## src/rtl/sram_ctrl_if.sv

```systemverilog
// Signal bundle between bus-side logic, sram_ctrl and the asynchronous SRAM macro.
// The slave modport is the controller view; master is the surrounding environment.
interface sram_ctrl_if #(
  parameter int AW = 8,
  parameter int DW = 8
);
  logic          req_valid;
  logic          req_ready;
  logic          req_we;
  logic [AW-1:0] req_addr;
  logic [DW-1:0] req_wdata;
  logic          rsp_valid;
  logic [DW-1:0] rsp_rdata;
  logic          rsp_err;
  logic          sram_cs;
  logic          sram_rd;
  logic          sram_wr;
  logic [AW-1:0] sram_addr;
  logic [DW-1:0] sram_din;
  logic [DW-1:0] sram_dout;

  modport slave (
    input  req_valid, req_we, req_addr, req_wdata, sram_dout,
    output req_ready, rsp_valid, rsp_rdata, rsp_err,
           sram_cs, sram_rd, sram_wr, sram_addr, sram_din
  );

  modport master (
    output req_valid, req_we, req_addr, req_wdata, sram_dout,
    input  req_ready, rsp_valid, rsp_rdata, rsp_err,
           sram_cs, sram_rd, sram_wr, sram_addr, sram_din
  );
endinterface

```

## src/rtl/sram_ctrl.sv

```systemverilog
// Sequences cs/rd/wr strobes for the asynchronous 8-bit SRAM macro from a valid/ready stream.
// Optional write read-back check is compiled in with `define SRAM_CTRL_VERIFY_EN.
module sram_ctrl #(
  parameter int AW       = 8,
  parameter int DW       = 8,
  parameter int WR_PULSE = 1,
  parameter int RD_WAIT  = 1
) (
  input  logic       clk,
  input  logic       rst_n,
  sram_ctrl_if.slave bus
);

  localparam int CNT_MAX = (WR_PULSE > RD_WAIT) ? WR_PULSE : RD_WAIT;
  localparam int CW      = (CNT_MAX > 1) ? $clog2(CNT_MAX) : 1;
  localparam logic [CW-1:0] WR_LOAD = CW'(WR_PULSE - 1);
  localparam logic [CW-1:0] RD_LOAD = CW'(RD_WAIT - 1);

  typedef enum logic [2:0] {
    S_IDLE,
    S_WR_SETUP,
    S_WR_PULSE,
    S_WR_HOLD,
    S_RD_WAIT
`ifdef SRAM_CTRL_VERIFY_EN
    , S_VRFY
`endif
  } state_t;

  state_t        r_state, w_state_nxt;
  logic [CW-1:0] r_cnt, w_cnt_nxt;
  logic          r_ready, w_ready_nxt;
  logic          r_rsp_valid, w_rsp_valid_nxt;
  logic [DW-1:0] r_rdata, w_rdata_nxt;
  logic          r_cs, w_cs_nxt;
  logic          r_rd, w_rd_nxt;
  logic          r_wr, w_wr_nxt;
  logic [AW-1:0] r_addr, w_addr_nxt;
  logic [DW-1:0] r_din, w_din_nxt;
  logic          w_accept;
`ifdef SRAM_CTRL_VERIFY_EN
  logic          r_err, w_err_nxt;
`endif

  assign w_accept = bus.req_valid && r_ready;

  always_comb begin
    // NOTE: every output of this block gets a default first, so no path can infer a latch.
    w_state_nxt     = r_state;
    w_cnt_nxt       = r_cnt;
    w_ready_nxt     = r_ready;
    w_rsp_valid_nxt = 1'b0;
    w_rdata_nxt     = r_rdata;
    w_cs_nxt        = r_cs;
    w_rd_nxt        = r_rd;
    w_wr_nxt        = r_wr;
    w_addr_nxt      = r_addr;
    w_din_nxt       = r_din;
`ifdef SRAM_CTRL_VERIFY_EN
    w_err_nxt       = 1'b0;
`endif

    unique case (r_state)
      S_IDLE: begin
        w_ready_nxt = 1'b1;
        if (w_accept) begin
          w_ready_nxt = 1'b0;
          w_cs_nxt    = 1'b1;
          w_addr_nxt  = bus.req_addr;
          if (bus.req_we) begin
            w_din_nxt   = bus.req_wdata;
            w_state_nxt = S_WR_SETUP;
          end else begin
            w_rd_nxt    = 1'b0;
            w_cnt_nxt   = RD_LOAD;
            w_state_nxt = S_RD_WAIT;
          end
        end
      end

      S_WR_SETUP: begin
        w_wr_nxt    = 1'b1;
        w_cnt_nxt   = WR_LOAD;
        w_state_nxt = S_WR_PULSE;
      end

      S_WR_PULSE: begin
        if (r_cnt == '0) begin
          w_wr_nxt    = 1'b0;
          w_state_nxt = S_WR_HOLD;
        end else begin
          w_cnt_nxt = r_cnt - CW'(1);
        end
      end

      S_WR_HOLD: begin
`ifdef SRAM_CTRL_VERIFY_EN
        // Read back the just-written location before reporting completion.
        w_rd_nxt    = 1'b0;
        w_cnt_nxt   = RD_LOAD;
        w_state_nxt = S_VRFY;
`else
        w_cs_nxt        = 1'b0;
        w_rsp_valid_nxt = 1'b1;
        w_ready_nxt     = 1'b1;
        w_state_nxt     = S_IDLE;
`endif
      end

      S_RD_WAIT: begin
        if (r_cnt == '0) begin
          w_rdata_nxt     = bus.sram_dout;
          w_cs_nxt        = 1'b0;
          w_rd_nxt        = 1'b1;
          w_rsp_valid_nxt = 1'b1;
          w_ready_nxt     = 1'b1;
          w_state_nxt     = S_IDLE;
        end else begin
          w_cnt_nxt = r_cnt - CW'(1);
        end
      end

`ifdef SRAM_CTRL_VERIFY_EN
      S_VRFY: begin
        if (r_cnt == '0) begin
          w_err_nxt       = (bus.sram_dout != r_din);
          w_cs_nxt        = 1'b0;
          w_rd_nxt        = 1'b1;
          w_rsp_valid_nxt = 1'b1;
          w_ready_nxt     = 1'b1;
          w_state_nxt     = S_IDLE;
        end else begin
          w_cnt_nxt = r_cnt - CW'(1);
        end
      end
`endif

      default: begin
        w_cs_nxt    = 1'b0;
        w_rd_nxt    = 1'b1;
        w_wr_nxt    = 1'b0;
        w_ready_nxt = 1'b0;
        w_state_nxt = S_IDLE;
      end
    endcase
  end

  // NOTE: state and registered outputs use non-blocking assignments so every flop samples pre-edge values.
  always_ff @(posedge clk or negedge rst_n) begin
    if (!rst_n) begin
      r_state     <= S_IDLE;
      r_cnt       <= '0;
      r_ready     <= 1'b0;
      r_rsp_valid <= 1'b0;
      r_rdata     <= '0;
      r_cs        <= 1'b0;
      r_rd        <= 1'b1;
      r_wr        <= 1'b0;
      r_addr      <= '0;
      r_din       <= '0;
`ifdef SRAM_CTRL_VERIFY_EN
      r_err       <= 1'b0;
`endif
    end else begin
      r_state     <= w_state_nxt;
      r_cnt       <= w_cnt_nxt;
      r_ready     <= w_ready_nxt;
      r_rsp_valid <= w_rsp_valid_nxt;
      r_rdata     <= w_rdata_nxt;
      r_cs        <= w_cs_nxt;
      r_rd        <= w_rd_nxt;
      r_wr        <= w_wr_nxt;
      r_addr      <= w_addr_nxt;
      r_din       <= w_din_nxt;
`ifdef SRAM_CTRL_VERIFY_EN
      r_err       <= w_err_nxt;
`endif
    end
  end

  assign bus.req_ready = r_ready;
  assign bus.rsp_valid = r_rsp_valid;
  assign bus.rsp_rdata = r_rdata;
  assign bus.sram_cs   = r_cs;
  assign bus.sram_rd   = r_rd;
  assign bus.sram_wr   = r_wr;
  assign bus.sram_addr = r_addr;
  assign bus.sram_din  = r_din;
`ifdef SRAM_CTRL_VERIFY_EN
  assign bus.rsp_err   = r_err;
`else
  assign bus.rsp_err   = 1'b0;
`endif

endmodule

```

## src/flat_wrapper.sv

```systemverilog
// flat-port wrapper written by rule: the top's interface ports become plain ports
module sram_ctrl_flat 
#(
  parameter int AW       = 8,
  parameter int DW       = 8,
  parameter int WR_PULSE = 1,
  parameter int RD_WAIT  = 1
)
  (clk, rst_n, bus_req_valid, bus_req_we, bus_req_addr, bus_req_wdata, bus_sram_dout, bus_req_ready, bus_rsp_valid, bus_rsp_rdata, bus_rsp_err, bus_sram_cs, bus_sram_rd, bus_sram_wr, bus_sram_addr, bus_sram_din);
  sram_ctrl_if #(.AW(AW), .DW(DW)) bus_i ();
  input  logic clk;
  input  logic rst_n;
  input wire logic [$bits(bus_i.req_valid)-1:0] bus_req_valid;
  input wire logic [$bits(bus_i.req_we)-1:0] bus_req_we;
  input wire logic [$bits(bus_i.req_addr)-1:0] bus_req_addr;
  input wire logic [$bits(bus_i.req_wdata)-1:0] bus_req_wdata;
  input wire logic [$bits(bus_i.sram_dout)-1:0] bus_sram_dout;
  output wire logic [$bits(bus_i.req_ready)-1:0] bus_req_ready;
  output wire logic [$bits(bus_i.rsp_valid)-1:0] bus_rsp_valid;
  output wire logic [$bits(bus_i.rsp_rdata)-1:0] bus_rsp_rdata;
  output wire logic [$bits(bus_i.rsp_err)-1:0] bus_rsp_err;
  output wire logic [$bits(bus_i.sram_cs)-1:0] bus_sram_cs;
  output wire logic [$bits(bus_i.sram_rd)-1:0] bus_sram_rd;
  output wire logic [$bits(bus_i.sram_wr)-1:0] bus_sram_wr;
  output wire logic [$bits(bus_i.sram_addr)-1:0] bus_sram_addr;
  output wire logic [$bits(bus_i.sram_din)-1:0] bus_sram_din;
  assign bus_i.req_valid = bus_req_valid;
  assign bus_i.req_we = bus_req_we;
  assign bus_i.req_addr = bus_req_addr;
  assign bus_i.req_wdata = bus_req_wdata;
  assign bus_i.sram_dout = bus_sram_dout;
  assign bus_req_ready = bus_i.req_ready;
  assign bus_rsp_valid = bus_i.rsp_valid;
  assign bus_rsp_rdata = bus_i.rsp_rdata;
  assign bus_rsp_err = bus_i.rsp_err;
  assign bus_sram_cs = bus_i.sram_cs;
  assign bus_sram_rd = bus_i.sram_rd;
  assign bus_sram_wr = bus_i.sram_wr;
  assign bus_sram_addr = bus_i.sram_addr;
  assign bus_sram_din = bus_i.sram_din;
  sram_ctrl #(.AW(AW), .DW(DW), .WR_PULSE(WR_PULSE), .RD_WAIT(RD_WAIT)) u_core (.clk(clk), .rst_n(rst_n), .bus(bus_i));
endmodule
```

## config.mk

```make
export PLATFORM = sky130hd
export DESIGN_NAME = sram_ctrl_flat
export DESIGN_NICKNAME = d
export VERILOG_FILES = /design/src/rtl/sram_ctrl_if.sv /design/src/rtl/sram_ctrl.sv /design/src/flat_wrapper.sv
export SDC_FILE = /design/constraint.sdc
export NUM_CORES = 1
export LEC_CHECK = 0
export BUFFER_PORTS_ARGS = -buffer_cell sky130_fd_sc_hd__buf_2
export CORE_ASPECT_RATIO = 1.5
export CORE_MARGIN = 2
export CORE_UTILIZATION = 45
export DETAILED_ROUTE_END_ITERATION = 16
export GPL_TIMING_DRIVEN = 0
export PLACE_DENSITY = 0.76
export SLEW_MARGIN = 20
export SYNTH_ARGS = -nofsm -noshare
export SYNTH_HDL_FRONTEND = slang
export SYNTH_SLANG_ARGS = --single-unit
```

## constraint.sdc

```tcl
create_clock -name clk -period 2.2 [get_ports clk]
set_clock_uncertainty 0.1 [all_clocks]
set_input_delay 0.22 -clock clk [delete_from_list [all_inputs] [get_ports clk]]
set_output_delay 0.22 -clock clk [all_outputs]
set_load 0.1 [all_outputs]
```

Yosys cells after proc, flatten, opt, wreduce, memory -nomap -nowiden
Index checks and enable logic that the tools add are counted.
{"block": "word_totals", "in_bits": 28, "regBits": 33}
{"block": "op_classes", "n_eq_ne": 8, "n_addsub": 1, "mux": 19, "reduce_logical": 16, "n_bitwise": 4}
{"operator": "two-way mux 3 bit", "n": 4}
{"operator": "one-hot mux 1 bit (3 select lines)", "n": 4}
{"operator": "one-hot mux 3 bit (4 select lines)", "n": 1}
{"operator": "AND reduction 3 bit", "n": 4}
{"operator": "two-way mux 1 bit", "n": 8}
{"operator": "AND reduction 2 bit", "n": 4}
{"operator": "equality test 3 x 2 -> 1 bit, second input constant", "n": 2}
{"operator": "!= test 2 bit, second input constant", "n": 3}
{"operator": "OR reduction 3 bit", "n": 2}
{"operator": "inverter 1 bit", "n": 4}
{"operator": "one-hot mux 1 bit (4 select lines)", "n": 1}
{"operator": "AND reduction 4 bit", "n": 1}
{"operator": "OR reduction 2 bit", "n": 2}
{"operator": "equality test 3 x 1 -> 1 bit, second input constant", "n": 1}
{"operator": "equality test 3 bit, second input constant", "n": 1}
{"operator": "logical NOT 3 bit", "n": 1}
{"operator": "nonzero test 3 bit", "n": 1}
{"operator": "!= test 2 x 1 -> 1 bit, second input constant", "n": 1}
{"operator": "one-hot mux 1 bit (2 select lines)", "n": 1}
{"operator": "logical AND 1 bit", "n": 1}
{"operator": "subtractor 1 bit, second input constant", "n": 1}

Logic depth before layout (Yosys ltp)
Gate-level depths: netlist (run 1).
{"block": "depth", "ltp_word": 4, "depth_mapped": 5, "ltp_nobuf": 3}

Worst setup path before layout (run 1)
No wires, ideal clock.
{"block": "synth_timing", "path_kind": "register to register", "from": "register u_core.r_ready (netlist: u_core.bus.req_ready)", "to": "register u_core.r_addr[0] (netlist: u_core.bus.sram_addr[0])", "path_buffers": 1, "setup_slack_ns": -0.024, "synth_period_minus_slack_ns": 2.224, "stages_incl_launch_ff": 5, "required_time_ns": 1.975, "arrival_ns": 1.998, "path_cell_list": "dfrtp_1 > nor4bb_4 > and2_1 > buf_6 > mux2_2"}
{"block": "synth_between", "elab_chain_cells": 2}
{"element": "start, declared", "line": "sram_ctrl.sv:32", "source": "logic r_ready, w_ready_nxt;"}
{"element": "start signal, assigned", "line": "sram_ctrl.sv:167", "source": "r_ready <= w_ready_nxt;"}
{"element": "logical AND 1 bit", "line": "sram_ctrl.sv:45", "source": "assign w_accept = bus.req_valid && r_ready;"}
{"element": "AND reduction 2 bit (no source line)"}
{"element": "end signal, assigned", "line": "sram_ctrl.sv:173", "source": "r_addr <= w_addr_nxt;"}
{"element": "end, declared", "line": "sram_ctrl.sv:38", "source": "logic [AW-1:0] r_addr, w_addr_nxt;"}
No other way between the ends.
A chain may end at the register's enable or synchronous reset.

Final worst setup path (run 1)
{"block": "layout_timing", "from": "register u_core.r_state[1]", "to": "register u_core.r_addr[3] (netlist: u_core.bus.sram_addr[3])"}
{"block": "layout_between", "elab_chain_cells": 2}
{"element": "start, declared", "line": "sram_ctrl.sv:30", "source": "state_t r_state, w_state_nxt;"}
{"element": "start signal, assigned", "line": "sram_ctrl.sv:165", "source": "r_state <= w_state_nxt;"}
{"element": "logical NOT 3 bit", "line": "sram_ctrl.sv:63", "source": "unique case (r_state)"}
{"element": "AND reduction 2 bit (no source line)"}
No other way between the ends.

==> impl_metrics.env, run 1 <==
export IMPL_gp_congestion=0.675
export IMPL_drt_iter0_drc=10
export IMPL_cts_root_buffer="clkbuf_8"
export IMPL_drive_above_1_share=0.644
export IMPL_hold_depth=2
export IMPL_dpl_hpwl_um=1890
export IMPL_cts_tree="done"
export IMPL_min_path_type="input port to flop"
export IMPL_yosys_warnings=0
export IMPL_setup_viol=0
export IMPL_post_cts_buffers=0
export IMPL_syn_avg_cell_area_um2=15.1
export IMPL_yosysMostFrequentCell="dfrtp_1"
export IMPL_critPathRequiredTime_ps=2270
export IMPL_die_width_um=47.4
export IMPL_top_layer="met3"
export IMPL_insertion_delay_ps=280
export IMPL_multi_input_area_um2=424
export IMPL_dpl_cell_area_mm2=0.00160
export IMPL_overflow=0
export IMPL_synth_nets=112
export IMPL_synthArstFlopShare=1.00
export IMPL_dr_wl_met3_um=201
export IMPL_synth_ff_type="dfrtp_1"
export IMPL_rows=23
export IMPL_crit_type="flop to flop"
export IMPL_netlist_instances=84
export IMPL_slew_viol_final=0
export IMPL_period_minus_slack_ps=1720
export IMPL_fin_ws_ps=476
export IMPL_ys_seq_area_frac=0.631
export IMPL_clkSlewWorstSetupHoldPaths_ps=60
export IMPL_grt_pass1_wl_um=3680
export IMPL_min_period_over_period=0.784
export IMPL_ant_nets=0
export IMPL_rr_worst_depth=5
export IMPL_synth_commonest_cells="dfrtp_1, mux2_2, nor2_1, o21ai_0"
export IMPL_synth_edf_count=0
export IMPL_stdcell_area_mm2=0.00170
export IMPL_viasPerCell=4.72
export IMPL_synth_distinct_cells=22
export IMPL_seqCellArea_um2=803
export IMPL_r2r_slack_ps=480
export IMPL_grt_setup_unrepaired="false"
export IMPL_die_area_mm2=0.00327
export IMPL_initial_core_util=0.475
export IMPL_route_met2_wl_um=1330
export IMPL_coreArea_mm2=0.00268
export IMPL_hold_viol_final=0
export IMPL_antenna_found_initial=0
export IMPL_clock_path_buffers=2
export IMPL_cp_max_fo=10
export IMPL_cp_start_kind="flop"
export IMPL_drv_cap=0
export IMPL_die_y_um=69.1
export IMPL_synth_area_mm2=0.00127
export IMPL_io_buffers=56
export IMPL_hold_end="u_core.r_state[2]$_DFFE_PN0P_"
export IMPL_fin_setup_tns_ps=0
export IMPL_drc=0
export IMPL_synthTopCellsByArea="dfrtp_1, mux2_2, dfstp_2"
export IMPL_area_growth_syn_to_layout_pct=33.7
export IMPL_pin_count=58
export IMPL_grt_pass1_vias=880
export IMPL_drt_met1_wl_um=877
export IMPL_numCtsBuffers=5
export IMPL_nNetsFinal=176
export IMPL_fmaxAchievable_ghz=0.580
export IMPL_r2r_start="u_core.r_state[1]$_DFFE_PN0P_"
export IMPL_htreeDepth=2
export IMPL_run_status="completed"
export IMPL_firstDrtPassIters=3
export IMPL_hold_path_startpoint="bus_req_we"
export IMPL_max_slew_margin=0.553
export IMPL_dpl_worst_slack_ps=447
export IMPL_end_kind="flop"
export IMPL_diodes=0
export IMPL_wl_um=2410
export IMPL_synth_top_area_cell="dfrtp_1"
export IMPL_rr_endpoint="u_core.bus.sram_addr[3]$_DFFE_PN0P_"
export IMPL_worst_pin_slew_ps=670
export IMPL_ys_ff_latch=32
export IMPL_fin_util=0.635
export IMPL_avgRoutedWirePerCell_um=13.0
export IMPL_arrival_ps=1790
export IMPL_grt_max_degree=33
export IMPL_num_vias=878
export IMPL_nFillCells=223
export IMPL_grt_total_usage=0.160
export IMPL_yosys_area_top_type_share=0.610
export IMPL_clkSinkCount=32
[kinds of logic after synthesis]
logic type      share of synthesized area
compound gates                     0.0335
mux                                 0.213
xor+xnor                          0.00689
flops                               0.631
buf+inv                            0.0354
other cells                       0.00295
simple gates                       0.0778
[area by class of cell]
| cell class | instances | area share |
|---|---|---|
| clock buffer | 8 | 0.0530 |
| timing repair buffer | 57 | 0.171 |
| multi-input combinational | 46 | 0.250 |
| sequential | 32 | 0.473 |
| inverter | 2 | 0.00442 |
| tap | 37 | 0.0272 |
| buffer | 4 | 0.0221 |
[cells in the final DEF, fill, tap and decap left out, drive strengths merged]
master       count
a21o             1
a21oi            1
a31o             1
a31oi            1
and2             1
buf             60
clkbuf           8
conb             1
dfrtp           31
dfstp            1
dlygate4sd3      1
inv              2
mux2            24
nand2            2
nand3            1
nor2             4
nor2b            1
nor3             2
nor3b            1
nor4bb           1
o21ai            3
xnor2            1
[timing repair]
action / in CTS / in global routing
hold buffers: 1 / 0
gates resized for setup: 0 / 0
setup endpoints to repair: 0 / 0
endpoints found under the hold margin: 31 / 0
[worst max-delay path: stages (launching register included)]
cell	delay [ps]
dfrtp_1	370
buf_6	140
nor4bb_4	330
and2_1	180
buf_6	140
mux2_2	340
[state kept, by name, indices dropped and copies added, names as in the netlist]
register / flops
u_core.bus.rsp_valid: 1
u_core.bus.req_ready: 1
u_core.r_state: 3
u_core.bus.rsp_rdata: 8
u_core.bus.sram_din: 8
u_core.bus.sram_cs: 1
u_core.bus.sram_rd: 1
u_core.bus.sram_wr: 1
u_core.bus.sram_addr: 8
[worst max-delay path by stage]
stage                                      from                             endpoint  slack [ps]
6_report          u_core.r_state[1]$_DFFE_PN0P_  u_core.bus.sram_addr[3]$_DFFE_PN0P_         480
4_1_cts           u_core.r_state[1]$_DFFE_PN0P_  u_core.bus.sram_addr[3]$_DFFE_PN0P_         440
3_3_place_gp      u_core.r_state[1]$_DFFE_PN0P_  u_core.bus.sram_addr[6]$_DFFE_PN0P_         490
3_5_place_dp      u_core.r_state[1]$_DFFE_PN0P_  u_core.bus.sram_addr[3]$_DFFE_PN0P_         450
2_1_floorplan  u_core.bus.req_ready$_DFFE_PN0N_  u_core.bus.sram_addr[0]$_DFFE_PN0P_         270
5_1_grt           u_core.r_state[1]$_DFFE_PN0P_  u_core.bus.sram_addr[1]$_DFFE_PN0P_         390
[metal layers]
| metal | vias up | GRT usage |
|---|---|---|
| li1 | 414 | - |
| met1 | 422 | 0.147 |
| met2 | 42 | 0.281 |
| met3 | 0 | 0.0864 |
| met4 | 0 | 0.0463 |
| met5 | - | 0 |
[through the flow]
| step | std cells | hold WS (ps) |
|---|---|---|
| detailed placement | 177 | 204 |
| finish | 186 | 57.1 |
| CTS | 186 | 44.9 |
| global placement | 177 | 193 |
| floorplan | 84 | -176 |
| global route | 186 | 51.1 |
Power of run 1 is left out: the tool's default activity adds up to more than one toggle a clock period on the data nets, which glitch-free logic cannot reach.
==> run 2, diff against run 1 <==
- clock period: 2.2 -> 1.6 ns (I/O delays scaled with it)
==> run 2 against run 1 <==
Against the previous run:
- critical endpoint is now u_core.bus.sram_addr[4]$_DFFE_PN0P_
- utilization rose by 4.3 points
- critical path depth did not move
- fmax rose by 4.8%
- the run now ends with negative setup slack left
- sequential cell count did not move
- cell count rose by 3.8%
- count of clock-buffer cells in the layout did not move
- critical path type unchanged
- register-to-register slack got worse by 520 ps
==> impl_metrics.env, run 2 (synthesized netlist as in run 1, its figures left out) <==
export IMPL_clkSlewWorstSetupHoldPaths_ps=60
export IMPL_die_width_um=47.4
export IMPL_numCtsBuffers=5
export IMPL_critPathRequiredTime_ps=1660
export IMPL_arrival_ps=1710
export IMPL_antenna_found_initial=0
export IMPL_die_area_mm2=0.00327
export IMPL_setup_viol=16
export IMPL_rows=23
export IMPL_violations="negative setup slack"
export IMPL_grt_max_degree=33
export IMPL_num_vias=940
export IMPL_die_y_um=69.1
export IMPL_nNetsFinal=183
export IMPL_gp_congestion=0.743
export IMPL_r2r_start="u_core.r_state[1]$_DFFE_PN0P_"
export IMPL_io_buffers=56
export IMPL_insertion_delay_ps=280
export IMPL_ant_nets=0
export IMPL_grt_pass1_wl_um=4410
export IMPL_hold_viol_final=0
export IMPL_drc=0
export IMPL_fin_util=0.677
export IMPL_fmaxAchievable_ghz=0.608
export IMPL_firstDrtPassIters=4
export IMPL_nFillCells=204
export IMPL_layout_commonest_cell="buf_2"
export IMPL_cts_root_buffer="clkbuf_8"
export IMPL_drive_above_1_share=0.660
export IMPL_fin_ws_ps=-45.3
export IMPL_drv_cap=0
export IMPL_period_minus_slack_ps=1650
export IMPL_crit_path_start="u_core.r_state[1]$_DFFE_PN0P_"
export IMPL_drt_iter0_drc=7
export IMPL_diodes=0
export IMPL_grt_setup_unrepaired="true"
export IMPL_run_status="finished, violations left"
export IMPL_slew_viol_final=0
export IMPL_avgRoutedWirePerCell_um=14.4
export IMPL_dpl_cell_area_mm2=0.00163
export IMPL_max_slew_margin=0.546
export IMPL_area_growth_syn_to_layout_pct=42.6
export IMPL_mostFrequentLayoutCells="buf_2, dfrtp_1, mux2_2, mux2_4"
export IMPL_viasPerCell=4.87
export IMPL_hold_path_startpoint="bus_sram_dout[2]"
export IMPL_clkSinkCount=32
export IMPL_wl_um=2780
export IMPL_cp_max_fo=5
export IMPL_worst_pin_slew_ps=681
export IMPL_htreeDepth=2
export IMPL_min_path_type="input port to flop"
export IMPL_overflow=0
export IMPL_pin_count=58
export IMPL_grt_total_usage=0.190
export IMPL_coreArea_mm2=0.00268
export IMPL_stdcell_area_mm2=0.00181
export IMPL_min_period_over_period=1.03
export IMPL_initial_core_util=0.475
export IMPL_cp_start_kind="flop"
export IMPL_clock_path_buffers=2
export IMPL_crit_type="flop to flop"
export IMPL_grt_pass1_vias=1019
export IMPL_end_kind="flop"
export IMPL_dpl_hpwl_um=1890
export IMPL_cts_tree="done"
-- run 2: cell types whose count changed in the layout (fill, tap and decap cells not counted) --
cell	before	now
and2_4	0	1
buf_6	2	3
dlygate4sd3_1	1	2
and2_1	1	0
mux2_4	0	8
nand3_2	1	0
mux2_2	24	16
nand3_4	0	1
dfrtp_4	0	1
dfrtp_2	1	0
buf_4	2	6
buf_12	0	1
-- run 2: layout make-up --
cell class              count  area [um^2]  share of cell area
clock buffers               8         90.1              0.0497
inverters                   2         7.51             0.00414
flip-flops and latches     32          806               0.444
multi-input cells          46          464               0.256
repair buffers             65          369               0.204
well taps                  37         46.3              0.0255
plain buffers               3         30.0              0.0166
-- run 2: path summary, 6_finish.rpt --
kind | end | slack [ps] | cells after the start
max in group asynchronous | u_core.bus.req_ready$_DFFE_PN0N_ | 540 | 2
min | u_core.bus.rsp_rdata[2]$_DFFE_PN0N_ | 10 | 2
max reg2reg | u_core.bus.sram_addr[4]$_DFFE_PN0P_ | -50 | 5
min reg2reg | u_core.bus.rsp_rdata[6]$_DFFE_PN0N_ | 400 | 1
max | u_core.bus.sram_addr[4]$_DFFE_PN0P_ | -50 | 5
min in group asynchronous | u_core.bus.sram_addr[2]$_DFFE_PN0P_ | 360 | 2
-- run 2: critical path, stage by stage, from the launching register on --
cell      delay (ps)
dfrtp_1          370
buf_6            130
nor4bb_4         290
and2_4           200
buf_6            130
mux2_4           300
-- run 2: stage by stage --
| stage | std cells | setup WS [ps] | hold slack [ps] | setup TNS [ps] |
|---|---|---|---|---|
| 6_report | 193 | -45.3 | 12.2 | -419 |
| 5_1_grt | 193 | -104 | 4.40 | -1520 |
| 4_1_cts | 191 | -63.9 | 2.69 | -1230 |
| 3_5_place_dp | 177 | -145 | 144 | -1810 |
| 3_3_place_gp | 177 | -101 | 127 | -880 |
| 2_1_floorplan | 84 | -134 | -236 | -1210 |
-- run 2: what timing repair did --
item,CTS,global route
setup endpoints to repair,16,24
endpoints found under the hold margin,31,1
setup buffers,4,2
resized for setup,5,0
gates cloned,1,0
pin swaps,3,1
hold buffers,1,1
-- run 2: metal layers --
metal | track usage | share of wire
met2 | 0.320 | 0.56
met3 | 0.0550 | 0.051
met4 | 0.108 | 0.032
met5 | 0 | 0
met1 | 0.192 | 0.35
Power of run 2 is left out for the same reason.
